$ cat config.mk
export PLATFORM = sky130hd
export DESIGN_NAME = game_sprite_director_flat
export DESIGN_NICKNAME = d
export VERILOG_FILES = /design/src/rtl/game_sprite_director_if.sv /design/src/rtl/game_sprite_director.sv /design/src/flat_wrapper.sv
export SDC_FILE = /design/constraint.sdc
export NUM_CORES = 1
export LEC_CHECK = 0
export BUFFER_PORTS_ARGS = -buffer_cell sky130_fd_sc_hd__buf_2
export CORE_MARGIN = 1
export CORE_UTILIZATION = 53
export DETAILED_ROUTE_END_ITERATION = 8
export PLACE_DENSITY = 0.79
export SLEW_MARGIN = 0
export SYNTH_ARGS = -nofsm -noshare
export SYNTH_HDL_FRONTEND = slang
export SYNTH_SLANG_ARGS = --single-unit
$ cat constraint.sdc
create_clock -name clk -period 2.1 [get_ports clk]
set_clock_uncertainty 0.05 [all_clocks]
set_input_delay 0.42 -clock clk [delete_from_list [all_inputs] [get_ports clk]]
set_output_delay 0.42 -clock clk [all_outputs]
set_load 0.01 [all_outputs]
$ cat src/rtl/game_sprite_director_if.sv
// Bundle between game logic / sprite and the sprite director.
// The director is the slave; game logic (and the sprite's within flag) form the master side.
interface game_sprite_director_if #(
    parameter int X_WIDTH  = 10,
    parameter int Y_WIDTH  = 10,
    parameter int DX_WIDTH = 2,
    parameter int DY_WIDTH = 2
);
    logic                frame_start;
    // Handshake: launch is a level request, accepted only in IDLE; the accepting cycle shows
    // launch_ack=1 combinationally and launch_x/y/dx/dy are captured on that same clock edge.
    logic                launch;
    logic [X_WIDTH-1:0]  launch_x;
    logic [Y_WIDTH-1:0]  launch_y;
    logic [DX_WIDTH-1:0] launch_dx;
    logic [DY_WIDTH-1:0] launch_dy;
    logic                kill;
    logic                sprite_within_screen;

    logic                sprite_write_xy;
    logic                sprite_write_dxy;
    logic [X_WIDTH-1:0]  sprite_write_x;
    logic [Y_WIDTH-1:0]  sprite_write_y;
    logic [DX_WIDTH-1:0] sprite_write_dx;
    logic [DY_WIDTH-1:0] sprite_write_dy;
    logic                sprite_enable_update;
    logic                launch_ack;
    logic                sprite_active;
    logic                sprite_lost;
    logic [2:0]          state_dbg;

    modport master (
        output frame_start, launch, launch_x, launch_y, launch_dx, launch_dy, kill,
               sprite_within_screen,
        input  sprite_write_xy, sprite_write_dxy, sprite_write_x, sprite_write_y,
               sprite_write_dx, sprite_write_dy, sprite_enable_update, launch_ack,
               sprite_active, sprite_lost, state_dbg
    );

    modport slave (
        input  frame_start, launch, launch_x, launch_y, launch_dx, launch_dy, kill,
               sprite_within_screen,
        output sprite_write_xy, sprite_write_dxy, sprite_write_x, sprite_write_y,
               sprite_write_dx, sprite_write_dy, sprite_enable_update, launch_ack,
               sprite_active, sprite_lost, state_dbg
    );
endinterface

$ cat src/rtl/game_sprite_director.sv
// Lifetime sequencer for one sprite: launch, load position/speed, frame-paced updates,
// off-screen / entry-timeout / kill detection and respawn cooldown.
module game_sprite_director #(
    parameter int X_WIDTH        = 10,
    parameter int Y_WIDTH        = 10,
    parameter int DX_WIDTH       = 2,
    parameter int DY_WIDTH       = 2,
    parameter int UPDATE_DIV     = 1,
    parameter int ENTRY_FRAMES   = 16,
    parameter int RESPAWN_FRAMES = 60,
    parameter int CNT_WIDTH      = 8
) (
    input logic                  clk,
    input logic                  reset,
    game_sprite_director_if.slave bus
);
    typedef enum logic [2:0] {
        S_IDLE     = 3'd0,
        S_LOAD_XY  = 3'd1,
        S_LOAD_DXY = 3'd2,
        S_RUN      = 3'd3,
        S_COOLDOWN = 3'd4
    } state_t;

    localparam logic [CNT_WIDTH-1:0] DIV_LAST   = CNT_WIDTH'(UPDATE_DIV - 1);
    localparam logic [CNT_WIDTH-1:0] ENTRY_LAST = CNT_WIDTH'(ENTRY_FRAMES - 1);
    localparam logic [CNT_WIDTH-1:0] COOL_LAST  = CNT_WIDTH'(RESPAWN_FRAMES - 1);
    localparam logic [CNT_WIDTH-1:0] CNT_MAX    = {CNT_WIDTH{1'b1}};

    state_t               state, state_nx;
    logic [CNT_WIDTH-1:0] div_cnt, div_nx;
    logic [CNT_WIDTH-1:0] entry_cnt, entry_nx;
    logic [CNT_WIDTH-1:0] cool_cnt, cool_nx;
    logic                 entered, entered_nx;
    logic                 update_q, update_nx;
    logic                 lost_q, lost_nx;
    logic                 accept;
    logic                 end_flight;

    logic [X_WIDTH-1:0]   wr_x;
    logic [Y_WIDTH-1:0]   wr_y;
    logic [DX_WIDTH-1:0]  wr_dx;
    logic [DY_WIDTH-1:0]  wr_dy;

    always_comb begin
        state_nx   = state;
        div_nx     = div_cnt;
        entry_nx   = entry_cnt;
        cool_nx    = cool_cnt;
        entered_nx = entered;
        update_nx  = 1'b0;
        lost_nx    = 1'b0;
        accept     = 1'b0;
        end_flight = 1'b0;

        case (state)
            S_IDLE: begin
                if (bus.launch) begin
                    accept   = 1'b1;
                    state_nx = S_LOAD_XY;
                end
            end
            S_LOAD_XY: begin
                if (bus.kill) end_flight = 1'b1;
                else          state_nx   = S_LOAD_DXY;
            end
            S_LOAD_DXY: begin
                if (bus.kill) begin
                    end_flight = 1'b1;
                end else begin
                    state_nx   = S_RUN;
                    div_nx     = '0;
                    entry_nx   = '0;
                    entered_nx = 1'b0;
                end
            end
            S_RUN: begin
                if (bus.kill) begin
                    end_flight = 1'b1;
                end else if (bus.frame_start) begin
                    // Lost either by leaving after entry, or by never showing up within the entry window.
                    if ((entered && !bus.sprite_within_screen) ||
                        (!entered && !bus.sprite_within_screen && entry_cnt == ENTRY_LAST)) begin
                        end_flight = 1'b1;
                    end else begin
                        if (bus.sprite_within_screen) entered_nx = 1'b1;
                        if (!entered && entry_cnt != CNT_MAX) entry_nx = entry_cnt + 1'b1;
                        if (div_cnt == DIV_LAST) begin
                            div_nx    = '0;
                            update_nx = 1'b1;
                        end else begin
                            div_nx = div_cnt + 1'b1;
                        end
                    end
                end
            end
            S_COOLDOWN: begin
                if (bus.frame_start) begin
                    if (cool_cnt == COOL_LAST) begin
                        cool_nx  = '0;
                        state_nx = S_IDLE;
                    end else begin
                        cool_nx = cool_cnt + 1'b1;
                    end
                end
            end
            default: state_nx = S_IDLE;
        endcase

        if (end_flight) begin
            lost_nx = 1'b1;
            cool_nx = '0;
            if (RESPAWN_FRAMES == 0) state_nx = S_IDLE;
            else                     state_nx = S_COOLDOWN;
        end
    end

    always_ff @(posedge clk or negedge reset) begin
        if (!reset) begin
            state     <= S_IDLE;
            div_cnt   <= '0;
            entry_cnt <= '0;
            cool_cnt  <= '0;
            entered   <= 1'b0;
            update_q  <= 1'b0;
            lost_q    <= 1'b0;
            wr_x      <= '0;
            wr_y      <= '0;
            wr_dx     <= '0;
            wr_dy     <= '0;
        end else begin
            state     <= state_nx;
            div_cnt   <= div_nx;
            entry_cnt <= entry_nx;
            cool_cnt  <= cool_nx;
            entered   <= entered_nx;
            update_q  <= update_nx;
            lost_q    <= lost_nx;
            if (accept) begin
                wr_x  <= bus.launch_x;
                wr_y  <= bus.launch_y;
                wr_dx <= bus.launch_dx;
                wr_dy <= bus.launch_dy;
            end
        end
    end

    // update_q is only ever set while staying in RUN, so gating with kill alone keeps a kill cycle pulse-free.
    assign bus.launch_ack           = accept & reset;
    assign bus.sprite_write_xy      = (state == S_LOAD_XY) & ~bus.kill;
    assign bus.sprite_write_dxy     = (state == S_LOAD_DXY) & ~bus.kill;
    assign bus.sprite_enable_update = update_q & ~bus.kill;
    assign bus.sprite_lost          = lost_q;
    assign bus.sprite_active        = (state == S_LOAD_XY) | (state == S_LOAD_DXY) | (state == S_RUN);
    assign bus.sprite_write_x       = wr_x;
    assign bus.sprite_write_y       = wr_y;
    assign bus.sprite_write_dx      = wr_dx;
    assign bus.sprite_write_dy      = wr_dy;
    assign bus.state_dbg            = state;
endmodule

$ cat src/flat_wrapper.sv
// flat-port wrapper written by rule: the top's interface ports become plain ports
module game_sprite_director_flat 
#(
    parameter int X_WIDTH        = 10,
    parameter int Y_WIDTH        = 10,
    parameter int DX_WIDTH       = 2,
    parameter int DY_WIDTH       = 2,
    parameter int UPDATE_DIV     = 1,
    parameter int ENTRY_FRAMES   = 16,
    parameter int RESPAWN_FRAMES = 60,
    parameter int CNT_WIDTH      = 8
)
  (clk, reset, bus_frame_start, bus_launch, bus_launch_x, bus_launch_y, bus_launch_dx, bus_launch_dy, bus_kill, bus_sprite_within_screen, bus_sprite_write_xy, bus_sprite_write_dxy, bus_sprite_write_x, bus_sprite_write_y, bus_sprite_write_dx, bus_sprite_write_dy, bus_sprite_enable_update, bus_launch_ack, bus_sprite_active, bus_sprite_lost, bus_state_dbg);
  game_sprite_director_if #(.X_WIDTH(X_WIDTH), .Y_WIDTH(Y_WIDTH), .DX_WIDTH(DX_WIDTH), .DY_WIDTH(DY_WIDTH)) bus_i ();
  input logic clk;
  input logic reset;
  input wire logic [$bits(bus_i.frame_start)-1:0] bus_frame_start;
  input wire logic [$bits(bus_i.launch)-1:0] bus_launch;
  input wire logic [$bits(bus_i.launch_x)-1:0] bus_launch_x;
  input wire logic [$bits(bus_i.launch_y)-1:0] bus_launch_y;
  input wire logic [$bits(bus_i.launch_dx)-1:0] bus_launch_dx;
  input wire logic [$bits(bus_i.launch_dy)-1:0] bus_launch_dy;
  input wire logic [$bits(bus_i.kill)-1:0] bus_kill;
  input wire logic [$bits(bus_i.sprite_within_screen)-1:0] bus_sprite_within_screen;
  output wire logic [$bits(bus_i.sprite_write_xy)-1:0] bus_sprite_write_xy;
  output wire logic [$bits(bus_i.sprite_write_dxy)-1:0] bus_sprite_write_dxy;
  output wire logic [$bits(bus_i.sprite_write_x)-1:0] bus_sprite_write_x;
  output wire logic [$bits(bus_i.sprite_write_y)-1:0] bus_sprite_write_y;
  output wire logic [$bits(bus_i.sprite_write_dx)-1:0] bus_sprite_write_dx;
  output wire logic [$bits(bus_i.sprite_write_dy)-1:0] bus_sprite_write_dy;
  output wire logic [$bits(bus_i.sprite_enable_update)-1:0] bus_sprite_enable_update;
  output wire logic [$bits(bus_i.launch_ack)-1:0] bus_launch_ack;
  output wire logic [$bits(bus_i.sprite_active)-1:0] bus_sprite_active;
  output wire logic [$bits(bus_i.sprite_lost)-1:0] bus_sprite_lost;
  output wire logic [$bits(bus_i.state_dbg)-1:0] bus_state_dbg;
  assign bus_i.frame_start = bus_frame_start;
  assign bus_i.launch = bus_launch;
  assign bus_i.launch_x = bus_launch_x;
  assign bus_i.launch_y = bus_launch_y;
  assign bus_i.launch_dx = bus_launch_dx;
  assign bus_i.launch_dy = bus_launch_dy;
  assign bus_i.kill = bus_kill;
  assign bus_i.sprite_within_screen = bus_sprite_within_screen;
  assign bus_sprite_write_xy = bus_i.sprite_write_xy;
  assign bus_sprite_write_dxy = bus_i.sprite_write_dxy;
  assign bus_sprite_write_x = bus_i.sprite_write_x;
  assign bus_sprite_write_y = bus_i.sprite_write_y;
  assign bus_sprite_write_dx = bus_i.sprite_write_dx;
  assign bus_sprite_write_dy = bus_i.sprite_write_dy;
  assign bus_sprite_enable_update = bus_i.sprite_enable_update;
  assign bus_launch_ack = bus_i.launch_ack;
  assign bus_sprite_active = bus_i.sprite_active;
  assign bus_sprite_lost = bus_i.sprite_lost;
  assign bus_state_dbg = bus_i.state_dbg;
  game_sprite_director #(.X_WIDTH(X_WIDTH), .Y_WIDTH(Y_WIDTH), .DX_WIDTH(DX_WIDTH), .DY_WIDTH(DY_WIDTH), .UPDATE_DIV(UPDATE_DIV), .ENTRY_FRAMES(ENTRY_FRAMES), .RESPAWN_FRAMES(RESPAWN_FRAMES), .CNT_WIDTH(CNT_WIDTH)) u_core (.clk(clk), .reset(reset), .bus(bus_i));
endmodule
# Word-level counts from Yosys, hierarchy flattened
# Cells that the tools add are included.
# classes
n_mul,0
n_reduce_logical,18
n_lt_le_gt_ge,0
div_mod_pow,0
bitwise,7
n_eq_ne,19
n_shift,0
muxes,41
n_addsub,3
# op_table
op,n
8-bit 2-to-1 mux,13
8-bit one-hot mux with 2 select lines,2
"8-bit by 1-bit adder with 8-bit output, second input constant",3
3-bit 2-to-1 mux,6
6-bit AND reduction,3
1-bit 2-to-1 mux,17
3-bit one-hot mux with 5 select lines,1
"3-bit by 2-bit != test with 1-bit output, second input constant",4
"2-bit != test, second input constant",5
"8-bit by 4-bit equality test with 1-bit output, second input constant",1
"8-bit by 6-bit equality test with 1-bit output, second input constant",1
8-bit logical NOT,1
"8-bit != test, second input constant",1
"3-bit by 2-bit equality test with 1-bit output, second input constant",2
2-bit nonzero test,3
5-bit AND reduction,1
1-bit AND,4
1-bit logical AND,4
"2-bit by 1-bit != test with 1-bit output, second input constant",2
1-bit one-hot mux with 2 select lines,2
"3-bit by 1-bit equality test with 1-bit output, second input constant",1
"3-bit equality test, second input constant",1
3-bit logical NOT,1
"3-bit by 1-bit != test with 1-bit output, second input constant",1
6 further kinds,8
# totals
memories,0
elab_cells,99
reg_bits,54
input_bits,30
mem_bits_ro,0
mem_bits_rw,0
latch_bits,0

# Longest topological paths before layout
# Gate-level depths: netlist of the first run.
# depth
depth_word,10
depth_mapped,8

# Worst setup path before layout of the first run
# Ideal clock, no wire load.
# synth_timing
path_type,flip-flop to output port
start,register u_core.state[2] (netlist: u_core.bus.state_dbg[2])
end,output bus_launch_ack
slack_ns,0.124
path_buffers,2
arrival_time_ns,1.506
stages_incl_launch_ff,5
cell_sequence,dfrtp_1 > buf_2 > nor4b_4 > buf_2 > and2_1
# synth_between
elab_chain_cells,3
# synth_lines
item,line_no,rtl
start: declaration,game_sprite_director.sv:30,"state_t state, state_nx;"
start signal: assignment,game_sprite_director.sv:132,state <= state_nx;
3-bit logical NOT,game_sprite_director.sv:56,case (state)
1-bit 2-to-1 mux,game_sprite_director.sv:56,
1-bit AND,game_sprite_director.sv:149,assign bus.launch_ack = accept & reset;
end: declaration,flat_wrapper.sv:32,output wire logic [$bits(bus_i.launch_ack)-1:0] bus_launch_ack;
# No other way between the ends.

# Final worst setup path of the first run
# layout_timing
start,register u_core.div_cnt[0]
end,register u_core.div_cnt[5]
# layout_between
elab_chain_cells,6
# layout_lines
item,line_no,rtl
start: declaration,game_sprite_director.sv:31,"logic [CNT_WIDTH-1:0] div_cnt, div_nx;"
start signal: assignment,game_sprite_director.sv:133,div_cnt <= div_nx;
8-bit by 1-bit adder with 8-bit output / 8-bit logical NOT (equally long branches),"game_sprite_director.sv:92, game_sprite_director.sv:88",
8-bit 2-to-1 mux (*),game_sprite_director.sv:88,if (div_cnt == DIV_LAST) begin
8-bit 2-to-1 mux (*),game_sprite_director.sv:82,if ((entered && !bus.sprite_within_screen) ||
8-bit 2-to-1 mux (*),game_sprite_director.sv:80,end else if (bus.frame_start) begin
8-bit 2-to-1 mux (*),game_sprite_director.sv:78,if (bus.kill) begin
8-bit one-hot mux with 2 select lines (*),game_sprite_director.sv:56,
# Every way passes the cells marked *; elsewhere a longest branch is shown, timed or not. The select of a mux whose other input is x is not followed.
# A chain may end at the register's enable or synchronous reset.

==> results of run 1 <==
==> per-layer routing <==
layer	part of all wire [%]	vias to the layer above
li1	-	1022
met1	44	1043
met3	4.4	9
met2	50	54
met4	1.6	0
met5	0	-
==> power by group through the flow <==
stage / Clock [mW] / Combinational, mW / Sequential, mW
6_report: 0.565 / 1.54 / 1.72
3_5_place_dp: 0 / 1.52 / 1.73
5_1_grt: 0.620 / 1.69 / 1.77
4_1_cts: 0.584 / 1.53 / 1.71
3_3_place_gp: 0 / 1.47 / 1.70
2_1_floorplan: 0 / 0.809 / 1.81
==> worst reg2reg max path: cells and delay by family (launching register included) <==
kind	cells	cell delay (ps)
and+or+nand+nor	2	520
adders and majority gates	1	130
buffers and inverters	2	280
AOI/OAI and AO/OA	3	590
DFF	1	440
==> stage by stage <==
step | worst slack [ps] | util [%]
3_5_place_dp | -2.22 | 65.2
2_1_floorplan | 124 | -
5_1_grt | -171 | 68.0
4_1_cts | 1.89 | 67.4
6_report | -18.2 | 68.0
3_3_place_gp | 63.7 | 65.2
==> synth_stat cells, types with 5 or more instances <==
master and instances:
dfrtp_1 54, mux2_2 24, nor2_1 19, nand2_1 16
o21ai_0 14, a21oi_1 9, nand3_1 9, o31ai_1 8
and3_1 6, nand2b_1 6, a31oi_1 5, buf_2 5
inv_1 5
==> repair_timing <==
| action | CTS | global route |
|---|---|---|
| buffers inserted | 3 | 2 |
| endpoints found under the setup margin | 3 | 9 |
| pin swaps | 0 | 2 |
| gates resized for setup | 0 | 9 |
| hold buffers | 0 | 0 |
==> flip-flops by register name, summed over array words and instances (netlist names) <==
| register | flops |
|---|---|
| u_core.entry_cnt | 8 |
| u_core.update_q | 1 |
| u_core.div_cnt | 8 |
| u_core.bus.sprite_write_y | 10 |
| u_core.bus.sprite_write_dy | 2 |
| u_core.bus.sprite_lost | 1 |
| u_core.bus.sprite_write_dx | 2 |
| u_core.cool_cnt | 8 |
| u_core.entered | 1 |
| u_core.bus.state_dbg | 3 |
| u_core.bus.sprite_write_x | 10 |
==> cells in the final DEF, fill, tap and decap left out, drive strengths merged, types with 5 or more instances in the layout <==
cell type and instances:
clkbuf 5, and3 6, a31oi 5, nand3 9, inv 6, o31ai 8, buf 81, dfrtp 54
nand2 16, nand2b 6, nor2 19, mux2 24, a21oi 10, o21ai 17
==> final timing paths <==
kind / startpoint / to / slack (ps) / cells past startpoint
setup / recovery: u_core.div_cnt[0]$_DFFE_PN0P_ / u_core.div_cnt[5]$_DFFE_PN0P_ / -20 / 8
hold / removal: reset / u_core.entry_cnt[4]$_DFFE_PN0P_ / 230 / 2
setup reg to reg: u_core.div_cnt[0]$_DFFE_PN0P_ / u_core.div_cnt[5]$_DFFE_PN0P_ / -20 / 8
hold reg to reg: u_core.bus.sprite_write_y[8]$_DFFE_PN0P_ / u_core.bus.sprite_write_y[8]$_DFFE_PN0P_ / 460 / 1
max in group asynchronous: reset / u_core.bus.state_dbg[1]$_DFFE_PN0P_ / 1250 / 2
min in group clk: bus_launch_x[1] / u_core.bus.sprite_write_x[1]$_DFFE_PN0P_ / 280 / 2
==> kinds of logic after synthesis <==
family / synth area share [%]
and+or+nand+nor: 19.0
DFF: 51.7
AOI/OAI and AO/OA: 13.5
muxes: 11.5
buffers and inverters: 2.10
adders and majority gates: 1.91
xor gates and xnor gates: 0.335
==> layout make-up <==
class / instances / share of cell area [%]
tap: 67 / 2.61
multi-input combinational: 171 / 38.0
sequential: 54 / 42.1
timing repair buffer: 81 / 14.1
clock buffer: 5 / 2.14
inverter: 5 / 0.585
clock inverter: 2 / 0.429
==> run summary, run 1 <==
Critical Path, Cell by Cell: inv_1 -> ha_1 -> or4b_4 -> o41ai_4 -> buf_4 -> nor2_1 -> o21ai_0 -> o31ai_1
Hold WC Path Type: in2async
first-pass GRT wire length: 9340 µm
Sw Share: 36.3%
Post-Syn Instances: 237
die height: 72.3 µm
FF+latch area: 1350 µm²
ys async rst share: 100%
initial drt markers: 147
sequential share of power: 44.9%
Slew @ Worst Pin: 673 ps
final setup fails: 2
WS Path Type: reg2reg
Synth Area per Inst: 11.0 µm²
clock buffer depth: 2
initial antenna violation count: 0
vias in the first global route: 2037
Post-synth EDFFs: 0
# fillers: 360
Via density: 5.53
met2 usage: 39.5%
VDD IR max: 927 µV
hold_ws: 229 ps
clk root buf: clkbuf_8
Seq/Total Area, Yosys: 51.6%
Skew-Pair Late Insertion Delay: 310 ps
Core Box Area: 4720 µm²
Pwr Total: 3.83 mW
Critical Path AT: 2270 ps
ANT nets after route: 0
cell taking the most area after synthesis: dfrtp_1
Final nets: 352
pin count of the biggest net entering global routing: 55
Worst setup SP type: flip-flop
CTS tree: done
layout cells sized above 1: 40.3%
Port Buffers: 62
Final Critical Period: 2120 ps
Area Growth Syn to Fin: 22.7%
CTS Sinks: 54
Internal: 2.44 mW
Final Max Tran Viols: 0
CTS Buf Count: 5
unrepaired setup endpoints after global routing: true
vias: 2128
synth top area cells: dfrtp_1 52%, mux2_2 10%, nor2_1 2.7%, o21ai_0 2.7%, nand2_1 2.3%
failing checks: negative setup slack
non-filler cells, final: 385
CP bufs+invs: 2
post-synth top area share: 51.6%
Max Cap Viol: 0
leak pwr: 1.52 nW
area of the multi-input gates: 1220 µm²
Fmax: 472 MHz
post-synth net total: 271
post-route setup slack: -18.2 ps
Initial DRT Pass Iterations: 4
clock share of power: 14.8%
Ant. Diodes: 0
total gr overflow: 0
CP max stage cell: or4b_4
top_reg_cell synth: dfrtp_1
Slew HR: 55.2%
CTS H-tree lvls: 2
grt met1 use: 29.3%
GPL Wtd Cong: 0.844
Syn. warnings: 0
Avg WL per Cell: 14.8 µm
Top delay family on crit path: compound AO/OA/AOI/OAI gates
DP HPWL: 4130 µm
DRC viols: 0
GRT Total Usage: 23.2%
Pwr Density: 1190 nW/µm²
final hold violation count: 0
crit share post-route: 101%
worst stage delay on the critical path: 480 ps
placed cell areas: 3080 µm²
Die W: 72.3 µm
Worst-path clk slew: 100 ps
synthesized area: 2620 µm²
Ports: 63
critical path endpoint category: flip-flop
Total Neg Setup Slack: -29.2 ps
GR met3 Demand/Resource: 4.86%
busiest metal layer after global routing: met2
Comb pwr share: 40.3%
fin area: 3210 µm²
Placed Cells: 373
drt total wl: 5700 µm
post-synth cell types: 49
Req. time, crit path: 2250 ps
CP max FO: 6
row count: 25
outcome: complete, but fails checks
net switching power: 1.39 mW
die area: 5220 µm²
Yosys reg bits: 54
initial core utilization: 55.4%
Power figures use the tool's default switching activity.
==> inputs of run 2 (changes only) <==
Settings changed: RECOVER_POWER set to 25.
==> run summary, run 2 (synthesis results as in run 1) <==
commonest non-fill, non-tap cells in the layout: 61 x buf_2, 53 x dfrtp_1, 24 x mux2_2
total gr overflow: 0 (unchanged)
post-route setup slack: -16.0 ps (+2.14 ps)
Skew-Pair Late Insertion Delay: 310 ps (about the same)
Hold WC Path Type: in2reg
Ant. Diodes: 0 (unchanged)
row count: 25 (unchanged)
initial core utilization: 55.4% (unchanged)
leak pwr: 1.52 nW (-0.22%)
die area: 5220 µm² (unchanged)
ANT nets after route: 0 (unchanged)
unrepaired setup endpoints after global routing: true
final setup fails: 2 (unchanged)
layout cells sized above 1: 39.9% (-0.31 points)
Ports: 63 (unchanged)
drt total wl: 5690 µm (-0.14%)
critical path endpoint category: flip-flop
final hold violation count: 0 (unchanged)
Final Critical Period: 2120 ps (-2.14 ps)
Initial DRT Pass Iterations: 4 (unchanged)
CP bufs+invs: 2 (unchanged)
GRT Total Usage: 23.2% (unchanged)
worst stage delay on the critical path: 480 ps (about the same)
Die W: 72.3 µm (unchanged)
CTS Sinks: 54 (unchanged)
pre-CTS setup slack: -2.22 ps (unchanged)
Top delay family on crit path: compound AO/OA/AOI/OAI gates
CTS tree: done
DRC viols: 0 (unchanged)
DP HPWL: 4130 µm (unchanged)
CTS Buf Count: 5 (unchanged)
Max Cap Viol: 0 (unchanged)
fin area: 3210 µm² (-0.12%)
Avg WL per Cell: 14.8 µm (-0.14%)
clk root buf: clkbuf_8
Critical Path, Cell by Cell: inv_1 -> ha_1 -> or4b_4 -> o41ai_4 -> buf_4 -> nor2_1 -> o21ai_0 -> o31ai_1
Worst-path clk slew: 100 ps (about the same)
Worst setup SP type: flip-flop
final core occ: 67.9% (-0.079 points)
clock buffer depth: 2 (unchanged)
failing checks: negative setup slack
Core Box Area: 4720 µm² (unchanged)
vias in the first global route: 2037 (unchanged)
vias: 2114 (-0.66%)
Pwr Density: 1190 nW/µm² (+0.13%)
Via density: 5.49 (-0.66%)
commonest non-fill, non-tap cell in the layout: buf_2
CTS H-tree lvls: 2 (unchanged)
VDD IR max: 927 µV (about the same)
Total Neg Setup Slack: -27.4 ps (+1.81 ps)
CP max FO: 6 (unchanged)
crit share post-route: 101% (-0.10 points)
Critical Path AT: 2260 ps (about the same)
initial antenna violation count: 0 (unchanged)
Final nets: 352 (unchanged)
Slew HR: 12.8% (-42 points)
initial drt markers: 125 (-15%)
die height: 72.3 µm (unchanged)
GPL Wtd Cong: 0.844 (unchanged)
WS Path Type: reg2reg
Port Buffers: 62 (unchanged)
Area Growth Syn to Fin: 22.6%
hold buffers post-CTS: 0 (unchanged)
Req. time, crit path: 2250 ps (about the same)
hold_ws: 280 ps (+51.0 ps)
Slew @ Worst Pin: 1310 ps (+636 ps)
outcome: complete, but fails checks
placed cell areas: 3080 µm² (unchanged)
CP max stage cell: or4b_4
Final Max Tran Viols: 0 (unchanged)
first-pass GRT wire length: 9340 µm (unchanged)
Fmax: 473 MHz (+0.10%)
pin count of the biggest net entering global routing: 55 (unchanged)
==> run 2: worst paths after layout <==
path                       slack, ps  depth (start not counted)                                startpoint                                  endpoint
setup / recovery                 -20                          8             u_core.div_cnt[0]$_DFFE_PN0P_             u_core.div_cnt[5]$_DFFE_PN0P_
hold reg to reg                  460                          1  u_core.bus.sprite_write_y[8]$_DFFE_PN0P_  u_core.bus.sprite_write_y[8]$_DFFE_PN0P_
hold / removal                   280                          2                           bus_launch_x[1]  u_core.bus.sprite_write_x[1]$_DFFE_PN0P_
setup reg to reg                 -20                          8             u_core.div_cnt[0]$_DFFE_PN0P_             u_core.div_cnt[5]$_DFFE_PN0P_
max in group asynchronous        530                          2                                     reset       u_core.bus.state_dbg[1]$_DFFE_PN0P_
min in group asynchronous        560                          2                                     reset           u_core.entry_cnt[4]$_DFFE_PN0P_
==> run 2: through the flow <==
stage               cells  power, mW
global route          385       4.08
floorplan             237       2.62
finish                385       3.83
global placement      373       3.18
CTS                   383       3.82
detailed placement    373       3.24
==> run 2: metal layers <==
layer | GRT usage [%] | wire (µm)
met2 | 39.5 | 2870
met5 | 0 | 0
met4 | 8.28 | 91
met3 | 4.86 | 224
met1 | 29.3 | 2510
==> run 2: cell type report <==
cell class | count | area [µm²]
clock buffers | 5 | 68.8
clock inverters | 2 | 13.8
fillers | 359 | 1520
inverters | 5 | 18.8
multi-input cells | 171 | 1220
flip-flops and latches | 54 | 1350
well taps | 67 | 83.8
repair buffers | 81 | 449
==> run 2: timing repair <==
item | 4_1_cts | 5_1_grt
endpoints found under the setup margin | 3 | 9
buffers inserted | 3 | 2
gates resized for setup | 0 | 9
gates cloned | 0 | 0
pin swaps | 0 | 2
==> run 2: power by group <==
| group | total [mW] | internal [mW] | switching, mW |
|---|---|---|---|
| combinational | 1.54 | 0.795 | 0.748 |
| clock | 0.567 | 0.231 | 0.335 |
| sequential | 1.72 | 1.41 | 0.309 |
